`config.mk`:
```
export PLATFORM = sky130hd
export DESIGN_NAME = mem_arbiter_rr
export DESIGN_NICKNAME = d
export VERILOG_FILES = /design/src/rtl/mem_arbiter_rr.sv
export SDC_FILE = /design/constraint.sdc
export NUM_CORES = 2
export LEC_CHECK = 0
export CORE_AREA = 5 5 533 535
export DETAILED_ROUTE_END_ITERATION = 12
export DIE_AREA = 0 0 538 540
export SLEW_MARGIN = 20
export SYNTH_ARGS = -nofsm -noshare
export SYNTH_HDL_FRONTEND = slang
export SYNTH_SLANG_ARGS = --single-unit
```
`constraint.sdc`:
```
create_clock -name clk -period 43.5 [get_ports clk]
set_clock_uncertainty 0.15 [all_clocks]
set_input_delay 8.7 -clock clk [delete_from_list [all_inputs] [get_ports clk]]
set_output_delay 8.7 -clock clk [all_outputs]
set_load 0.005 [all_outputs]
```
`src/rtl/mem_arbiter_rr.sv`:
```
// Round-robin arbiter that funnels NUM_PORTS cache line requests onto one memory port.
// One transaction at a time: IDLE picks a port, ACTIVE waits for memory, DONE lets the requester drop.
module mem_arbiter_rr #(
  parameter int NUM_PORTS = 2,
  parameter int LINE_W    = 256,
  parameter int TAG_W     = 27,
  localparam int PTR_W    = (NUM_PORTS > 1) ? $clog2(NUM_PORTS) : 1
) (
  input  logic                        clk,
  input  logic                        rst,
  input  logic [NUM_PORTS-1:0]        req_read,
  input  logic [NUM_PORTS-1:0]        req_write,
  input  logic [NUM_PORTS*TAG_W-1:0]  req_tag,
  input  logic [NUM_PORTS*LINE_W-1:0] req_wdata,
  output logic [NUM_PORTS-1:0]        req_resp,
  output logic [LINE_W-1:0]           req_rdata,
  output logic                        mem_read,
  output logic                        mem_write,
  output logic [TAG_W-1:0]            mem_tag,
  output logic [LINE_W-1:0]           mem_wdata,
  input  logic [LINE_W-1:0]           mem_rdata,
  input  logic                        mem_resp,
  output logic [PTR_W-1:0]            grant_id,
  output logic                        busy,
  output logic [1:0]                  fsm_state
);

  // Handshake: each port holds req_read/req_write until its one-cycle req_resp pulse;
  // memory holds mem_read/mem_write until its one-cycle mem_resp pulse.

  typedef enum logic [1:0] {
    ST_IDLE   = 2'd0,
    ST_ACTIVE = 2'd1,
    ST_DONE   = 2'd2
  } state_t;

  state_t                 state;
  state_t                 state_nxt;

  logic [PTR_W-1:0]       rr_ptr;
  logic [PTR_W-1:0]       next_ptr;
  logic [NUM_PORTS-1:0]   req_any;
  logic [NUM_PORTS-1:0]   grant_onehot;
  logic [PTR_W:0]         cand;
  logic                   sel_found;
  logic [PTR_W-1:0]       sel_id;
  logic                   sel_read;
  logic                   sel_write;
  logic [TAG_W-1:0]       sel_tag;
  logic [LINE_W-1:0]      sel_wdata;

  assign req_any = req_read | req_write;

  // Search upward from rr_ptr with wrap; cand is one bit wider so the sum cannot overflow.
  always_comb begin
    sel_found = 1'b0;
    sel_id    = '0;
    cand      = '0;
    for (int off = 0; off < NUM_PORTS; off++) begin
      cand = {1'b0, rr_ptr} + (PTR_W+1)'(off);
      if (cand >= (PTR_W+1)'(NUM_PORTS)) begin
        cand = cand - (PTR_W+1)'(NUM_PORTS);
      end
      if (!sel_found && req_any[cand[PTR_W-1:0]]) begin
        sel_found = 1'b1;
        sel_id    = cand[PTR_W-1:0];
      end
    end
  end

  always_comb begin
    sel_read  = 1'b0;
    sel_write = 1'b0;
    sel_tag   = '0;
    sel_wdata = '0;
    for (int i = 0; i < NUM_PORTS; i++) begin
      if (sel_id == PTR_W'(i)) begin
        sel_read  = req_read[i];
        sel_write = req_write[i];
        sel_tag   = req_tag[i*TAG_W +: TAG_W];
        sel_wdata = req_wdata[i*LINE_W +: LINE_W];
      end
    end
  end

  always_comb begin
    grant_onehot = '0;
    for (int i = 0; i < NUM_PORTS; i++) begin
      grant_onehot[i] = (grant_id == PTR_W'(i));
    end
  end

  assign next_ptr = (grant_id == PTR_W'(NUM_PORTS-1)) ? '0 : grant_id + 1'b1;

  // State register
  always_ff @(posedge clk or posedge rst) begin
    if (rst) begin
      state <= ST_IDLE;
    end else begin
      state <= state_nxt;
    end
  end

  // Next-state logic
  always_comb begin
    state_nxt = state;
    case (state)
      ST_IDLE:   if (sel_found) state_nxt = ST_ACTIVE;
      ST_ACTIVE: if (mem_resp)  state_nxt = ST_DONE;
      ST_DONE:   state_nxt = ST_IDLE;
      default:   state_nxt = ST_IDLE;
    endcase
  end

  // Output logic
  always_comb begin
    busy      = (state != ST_IDLE);
    fsm_state = state;
  end

  // Datapath registers; a write wins over a simultaneous read on the selected port.
  always_ff @(posedge clk or posedge rst) begin
    if (rst) begin
      rr_ptr    <= '0;
      grant_id  <= '0;
      mem_read  <= 1'b0;
      mem_write <= 1'b0;
      mem_tag   <= '0;
      mem_wdata <= '0;
      req_resp  <= '0;
      req_rdata <= '0;
    end else begin
      req_resp <= '0;
      case (state)
        ST_IDLE: begin
          if (sel_found) begin
            grant_id  <= sel_id;
            mem_tag   <= sel_tag;
            mem_wdata <= sel_wdata;
            mem_write <= sel_write;
            mem_read  <= sel_read & ~sel_write;
          end
        end
        ST_ACTIVE: begin
          if (mem_resp) begin
            req_resp  <= grant_onehot;
            req_rdata <= mem_rdata;
            mem_read  <= 1'b0;
            mem_write <= 1'b0;
            rr_ptr    <= next_ptr;
          end
        end
        default: ;
      endcase
    end
  end

endmodule

```
Word-level counts from Yosys, hierarchy flattened
Cells that the tools add are included.

word-level totals
  input bits = 829
  logic and storage cells = 58
  flip-flop bits (word level) = 547

operators by class
  bitwise gates (word level) = 4
  multiplexer cells = 25
  equal/unequal tests = 3
  reductions and logical operators = 9
  $add $sub $neg = 4
  $lt $le $gt $ge = 4

operator list
  kind                                                                   number
  256-bit two-way mux                                                    1
  27-bit two-way mux                                                     1
  1-bit two-way mux                                                      16
  2-bit two-way mux                                                      4
  2-bit AND reduction                                                    3
  1-bit by 2-bit < comparator with 1-bit output, second input constant   2
  2-bit != test, second input constant                                   2
  1-bit one-hot mux with 2 select lines                                  2
  2-bit one-hot mux with 2 select lines                                  1
  2-bit nonzero test                                                     2
  3-bit AND reduction                                                    1
  1-bit by 1-bit adder with 2-bit output, second input constant          1
  2-bit by 1-bit equality test with 1-bit output, second input constant  1
  1-bit by 2-bit >= comparator with 1-bit output, second input constant  1
  2-bit >= comparator, second input constant                             1
  2-bit logical NOT                                                      1
  1-bit NOT                                                              2
  2-bit bitwise OR                                                       1
  1-bit subtractor, second input constant                                2
  1-bit adder, second input constant                                     1
  1-bit AND                                                              1
  1-bit logical AND                                                      1
  1-bit logical NOT                                                      1

Logic depth before layout (Yosys ltp)
  depth in word-level cells = 13
  depth in mapped cells = 7

Worst setup path after synthesis
No wires, ideal clock.

  path type = input to register
  from = input port req_write[1]
  to = register mem_tag[0]
  data arrival time = 9817 ps
  buffers on the path = 3
  data required time = 43209 ps
  cell stages on the path = 6
  library setup time = 141 ps
  setup slack = 33392 ps
  cell sequence = or4_1 -> buf_2 -> buf_6 -> buf_2 -> a21oi_1 -> a31oi_1

between the ends
  word-level cells in the longest chain between the ends = 8

RTL lines
  item                                                       RTL line  source
  start, declared                                            12        input logic [NUM_PORTS-1:0] req_write,
  2-bit bitwise OR (*)                                       52        assign req_any = req_read | req_write;
  1-bit two-way mux (not written as such) (2 in a row)       64        if (!sel_found && req_any[cand[PTR_W-1:0]]) begin
  1-bit two-way mux                                          64
  1-bit logical NOT                                          64
  1-bit logical AND                                          64
  1-bit two-way mux                                          64
  27-bit two-way mux or 2-bit AND reduction (tied branches)  n/a
  end signal, assigned                                       138       mem_tag <= sel_tag;
  end, declared                                              19        output logic [TAG_W-1:0] mem_tag,

Mark *: on every way between the ends. The rest lies on a longest branch, timed or not. The select of a mux whose other input is x is not followed.
A chain may end at the register's enable or synchronous reset.

Worst setup path in the final report
  from = register state[0] (netlist: fsm_state[0])
  to = output port busy

between the ends
  word-level cells in the longest chain between the ends = 1

RTL lines
  item                    RTL line  source
  start, declared         37        state_t state;
  start signal, assigned  100       state <= state_nxt;
  2-bit nonzero test      117       busy = (state != ST_IDLE);
  end, declared           24        output logic busy,

Every way passes these cells.

==> flow_metrics.env <==
export IMPL_clock_latency_ps=770
export IMPL_final_setup_tns_ps=0
export IMPL_setup_violations=0
export IMPL_core_region_area_mm2=0.2784
export IMPL_clock_fmax_ghz=0.08350
export IMPL_root_buffer="clkbuf_16"
export IMPL_dp_slack_ps=30860
export IMPL_slowest_stage="nor2_4"
export IMPL_status="complete, no violations"
export IMPL_p_per_area_mw_per_mm2=72.12
export IMPL_cts_sinks=547
export IMPL_nets=4802
export IMPL_postSynthAreaPerCell_um2=8.675
export IMPL_leakagePower_uw=0.01721
export IMPL_yosys_warnings=0
export IMPL_dr_pass1_iters=6
export IMPL_gp_congestion=0.9463
export IMPL_synth_most_common_cell="nand2_1"
export IMPL_rows=194
export IMPL_synthArstFlopShare_pct=100.0
export IMPL_ys_types=26
export IMPL_synthCells=2752
export IMPL_die_area_mm2=0.2905
export IMPL_p_total_uw=3186
export IMPL_synth_seq_cells=547
export IMPL_dr_first_iter_drc_count=2106
export IMPL_grt_antenna_before_repair=179
export IMPL_ys_top_cells_by_count="nand2_1 (769), dfrtp_1 (547), o21ai_0 (286)"
export IMPL_num_vias=27717
export IMPL_htreeDepth=3
export IMPL_synth_area_mm2=0.02387
export IMPL_start_util_pct=8.575
export IMPL_grt_max_degree=154
export IMPL_io_buffers=1375
export IMPL_synth_top_area_cell="dfrtp_1"
export IMPL_grt_usage_pct=15.26
export IMPL_end_kind="output pin"
export IMPL_postRouteAntennaNets=0
export IMPL_ys_seq_area_share_pct=57.34
export IMPL_post_route_period_util_pct=27.53
export IMPL_final_min_clock_period_ps=11980
export IMPL_crit_type="flop to output pin"
export IMPL_dpl_hpwl_um=195700
export IMPL_worstPathMaxFanout=11
export IMPL_overflow=0
export IMPL_cp_start_kind="flop"
export IMPL_dieHeight_um=540
export IMPL_rsz0062_at_grt="false"
export IMPL_setup_slack_ps=31520
export IMPL_hold_slack_ps=320.8
export IMPL_synth_area_top_cells="dfrtp_1 (57%), nand2_1 (12%), a31oi_1 (7.4%), o21ai_0 (6.0%), nand3_1 (6.0%)"
export IMPL_hp_class="flop to flop"
export IMPL_slew_viol_final=0
export IMPL_viasPerCell=3.561
export IMPL_clk_path_buf_depth=4
export IMPL_drive_above_1_share_pct=4.053
export IMPL_crit_arrival_ps=3130
export IMPL_syn_nets=3581
export IMPL_synth_ff_type="dfrtp_1"
export IMPL_irDropWorstVdd_uv=33.08
export IMPL_crit_required_ps=34650
export IMPL_max_cap_viol_count=0
export IMPL_slowest_delay_ps=710
export IMPL_ios=1376
export IMPL_synthToLayoutAreaGrowth_pct=85.04
export IMPL_clkSlewWorstSetupHoldPaths_ps=60
export IMPL_fin_util_pct=15.87
export IMPL_routed_wl_um=233300
export IMPL_post_cts_buffers=0
export IMPL_drc=0
export IMPL_slew_headroom_pct=26.19
export IMPL_cp_cell_sequence="nor2_4 > inv_1 > clkdlybuf4s50_1"
export IMPL_cts_resized=0
export IMPL_wl_per_cell_um=29.97
export IMPL_hold_viol=0
export IMPL_cts_tree="built"
export IMPL_synth_edff_count=0
export IMPL_grt_pass1_vias=27389
export IMPL_cts_hold_buf=0
export IMPL_die_x_um=538
export IMPL_netlist_area_leader_share_pct=57.34
export IMPL_grt_pass1_wl_um=292200
export IMPL_worst_slew_pin_slew_ps=1107
export IMPL_numCtsBuffers=78
-- flip-flops by register name (all words and copies together), names as in the netlist --
name / count
fsm_state: 2
grant_id: 1
mem_read: 1
mem_tag: 27
mem_wdata: 256
mem_write: 1
req_rdata: 256
req_resp: 2
rr_ptr: 1
-- through the flow --
step / instance area [µm²] / cells
finish: 44170 / 7784
global route: 44160 / 7777
CTS: 44080 / 7746
detailed placement: 41590 / 7617
global placement: 41590 / 7617
floorplan: 23870 / 2752
-- worst paths after layout --
path,from,end,slack [ps],depth (start not counted)
worst max-delay path,fsm_state[0],busy,31520,3
worst min-delay path,req_rdata[188],req_rdata[188],320,2
worst max register to register,fsm_state[0],mem_wdata[246],38600,7
worst min register to register,req_rdata[188],req_rdata[188],320,2
max in group asynchronous,rst,mem_wdata[22],32030,5
min in group asynchronous,rst,req_rdata[47],8240,2
-- cell type report --
| type | instances | area (µm²) |
|---|---|---|
| Tap cell | 3724 | 4659 |
| Antenna cell | 38 | 95.09 |
| Multi-Input combinational cell | 1925 | 9095 |
| Inverter | 4 | 30.03 |
| Clock buffer | 107 | 2182 |
| Sequential cell | 547 | 13690 |
| Fill cell | 31657 | 234200 |
| Clock inverter | 22 | 307.8 |
| Timing Repair Buffer | 1417 | 14120 |
-- cells in the final DEF, fill, tap and decap left out --
cell type / instances
clkbuf_16: 79
inv_8: 4
a21oi_1: 283
or2_4: 1
nor2_1: 5
clkdlybuf4s50_1: 1375
o21ba_4: 1
clkbuf_1: 18
mux2_2: 1
nand2b_1: 1
nor4_1: 1
clkbuf_8: 10
inv_6: 5
o211ai_1: 1
o21bai_4: 1
nand2_1: 769
nand3_1: 284
clkinv_2: 4
buf_12: 3
diode_2: 38
clkinv_4: 3
dfrtp_1: 547
buf_4: 39
clkinvlp_4: 2
o21ai_0: 286
a31oi_1: 283
and2_1: 1
inv_1: 2
nor2_4: 3
a21boi_0: 1
o2bb2ai_1: 1
or4_4: 1
bufinv_16: 6
nand3b_1: 1
-- report_power, final --
part	internal [µW]	total [µW]	switching, µW
Combinational	662	1600	938
Sequential	764	928	164
Clock	386	658	272
Total	1810	3190	1370
-- routing by layer --
metal	routed length [µm]	share of wire, %	global-route usage, %	vias up
li1	-	-	-	12045
met1	84130	36	16.59	13348
met2	103400	44	24.10	1704
met3	35230	15	9.490	494
met4	9683	4.2	5.541	126
met5	808	0.35	0	-
-- cells by family (layout without fill, tap and decap cells) --
kind of cell,count (synthesis),after routing,synth area share [%]
buffers and inverters,280,1550,4.748
AOI/OAI and AO/OA,857,857,19.52
muxes,1,1,0.04717
other,0,38,0
and+or+nand+nor,1067,1067,18.35
DFF,547,547,57.34
-- worst max-delay path, delay by kind of cell, from the launching register on --
kind                   cells  cell delay, ps
buffers and inverters      2            1190
DFF                        1             430
and+or+nand+nor            1             710
No activity file was read; power rests on OpenSTA's default activity.
==> RTL change (config.mk and constraints unchanged) <==
Make the reset (`rst`) synchronous in 2 clocked blocks.
--- a/src/rtl/mem_arbiter_rr.sv
+++ b/src/rtl/mem_arbiter_rr.sv
@@ -93,7 +93,7 @@
   assign next_ptr = (grant_id == PTR_W'(NUM_PORTS-1)) ? '0 : grant_id + 1'b1;
 
   // State register
-  always_ff @(posedge clk or posedge rst) begin
+  always_ff @(posedge clk) begin
     if (rst) begin
       state <= ST_IDLE;
     end else begin
@@ -119,7 +119,7 @@
   end
 
   // Datapath registers; a write wins over a simultaneous read on the selected port.
-  always_ff @(posedge clk or posedge rst) begin
+  always_ff @(posedge clk) begin
     if (rst) begin
       rr_ptr    <= '0;
       grant_id  <= '0;
Formal check against the unedited RTL: not equivalent (a bounded check fails within 4 cycles, from zero or initial values and one cycle with rst high; the reset may be asserted at any time).
==> RTL change against the unedited design <==
Setup slack got worse by 0.93 ns; die area unchanged; non-clock buffer count decreased by 1; critical path depth increased by 5; cell area decreased by 3.4%; first-iteration DRC count increased by 19%; sequential share of layout area decreased by 5.3 points; sequential cell count unchanged; area after synthesis decreased by 4.1%; global-route usage decreased by 1.9 points; routed wire length decreased by 11%.
Power is not compared: it rests on default switching activity, and its combinational part moved more than twofold at a synthesized area within 25%.
==> RTL change: results (changes against the unedited design) <==
### CTS
* **Root Buffer** sky130_fd_sc_hd__clkbuf_16
* **Worst-Skew Late Latency** 0.76 ns
* **CTS resizes** 0, unchanged
* **Longest Clk Path Bufs** 4, unchanged
* **clock transition at the register clock pins on the worst setup and hold paths after CTS** 0.06 ns, about the same
* **Post-CTS Setup Repair Bufs** 0, unchanged
* **CTS HTree Levels** 3, unchanged
* **CTS buffer count** 73, -6.4%

### Routing
* **length of the first detailed-routing pass in iterations** 5, -1
* **average wire per cell in the routed design** 26.5 µm, -11%
* **post-DR vias/cell** 3.68, +3.4%
* **detailed router's first-iteration violation count** 2502, +19%

### Logic synthesis
* **Primary FF master, synth** sky130_fd_sc_hd__dfxtp_1
* **list of most frequent post-synthesis cells** sky130_fd_sc_hd__dfxtp_1, sky130_fd_sc_hd__a21oi_1, sky130_fd_sc_hd__nand2_1
* **net count after synthesis** 3645, +1.8%
* **number of warning messages in the yosys log** 0, unchanged
* **distinct cell type count after synthesis** 31, +19%
* **largest cells by area after synthesis** sky130_fd_sc_hd__dfxtp_1, sky130_fd_sc_hd__a21oi_1, sky130_fd_sc_hd__a311oi_1
* **post-synthesis async set-or-reset flop share** 0%, -100 points
* **sequential cell area fraction in the yosys report** 47.8%, -9.5 points

### Cells and area
* **fill cell instance count of the final layout** 31700, +0.063%
* **share of post-route cells with drive strength above 1** 5.33%, +1.3 points
* **largest registers** mem_wdata x256, req_rdata x256, mem_tag x27
* **Total Nets Final** 4797, -0.10%

### Global route
* **Global Route Usage Sum** 13.3%, -1.9 points
* **maximum number of pins on one net before global-route repair** 154, unchanged
* **global-route wire length before repair** 262000 µm, -10%
* **antenna violations before repair** 192, +7.3%
* **vias in the first global route** 26500, -3.3%

### Placed design
* **gpl congestion** 0.922, -2.5%
* **detailed placer's ending HPWL** 170000 µm, -13%
* **number of I/O port buffers** 1375, unchanged

### Pwr
* **Pleak** 13.3 nW
* **Max rail drop VDD** 0.0222 mV

### Critical path
* **worst setup slack for register-to-register paths** 38.61 ns, about the same
* **WP data required** 44.02 ns, +9.37 ns
* **worst-path fanout max** 71, +60
* **library cell contributing the largest single delay on the critical path** sky130_fd_sc_hd__buf_4
* **maximum single-stage delay on the critical path** 0.77 ns, +0.06 ns

### Worst hold path
* **worst hold-check path type** flop to flop

### Timing
* **Slew headroom** 20.1%, -6.1 points

### Status
* **result of the run** complete, no violations

[RTL change: area by class of cell]
cell class	count	area, µm²	share of cell area, %
repair buffers	1416	14200	33.2
flip-flops and latches	547	11000	25.7
multi-input cells	1928	10500	24.6
well taps	3724	4660	10.9
clock buffers	101	2070	4.86
clock inverters	19	189	0.443
diodes	55	138	0.322
inverters	2	7.51	0.0176
[RTL change: metal layers]
| metal | routed length, µm | GRT usage [%] | vias up |
|---|---|---|---|
| met5 | 1060 | 0 | - |
| met4 | 9220 | 6.32 | 166 |
| met3 | 31900 | 8.28 | 505 |
| met2 | 87400 | 19.4 | 1799 |
| met1 | 77200 | 15.3 | 13600 |
| li1 | - | - | 12600 |
[RTL change: critical path: cells and delay by family]
family / cells / cell delay, ns
simple gates: 2 / 0.70
compound gates: 1 / 0.31
buf+inv: 5 / 3.38
[RTL change: path summary, 6_finish.rpt]
path                                   start  cells after the start                    endpoint
setup / recovery                req_write[1]                      8     mem_tag[1]$_SDFFE_PP0P_
hold / removal    req_rdata[96]$_SDFFE_PP0N_                      2  req_rdata[96]$_SDFFE_PP0N_
setup reg to reg   fsm_state[1]$_SDFFE_PP0P_                      8  mem_wdata[52]$_SDFFE_PP0P_
hold reg to reg   req_rdata[96]$_SDFFE_PP0N_                      2  req_rdata[96]$_SDFFE_PP0N_
[RTL change: logic make-up after synthesis]
kind of cell           count (synthesis)  share of synthesized area, %
buffers and inverters                341                          6.45
AO/OA/AOI/OAI                       1116                          30.7
AND/OR/NAND/NOR                      812                          15.0
flip-flops                           547                          47.8
[RTL change: report_power, final]
part           leakage (nW)  switching (W)  internal [W]
Sequential             4.50      0.0000302      0.000547
Combinational          7.72       0.000202      0.000188
Clock                  1.11       0.000258      0.000344
[RTL change: per-stage QoR]
step,total power (W),area (µm²),hold WS (ns),std cells,setup WS (ns)
after floorplan,0.000718,22900,0.303,2816,33.13
after global placement,0.000976,40300,0.291,7617,30.06
after detailed placement,0.000977,40300,0.296,7617,30.02
after CTS,0.00159,42500,0.304,7737,30.85
after global routing,0.00164,42600,0.314,7767,30.41
final,0.00157,42700,0.302,7792,30.60
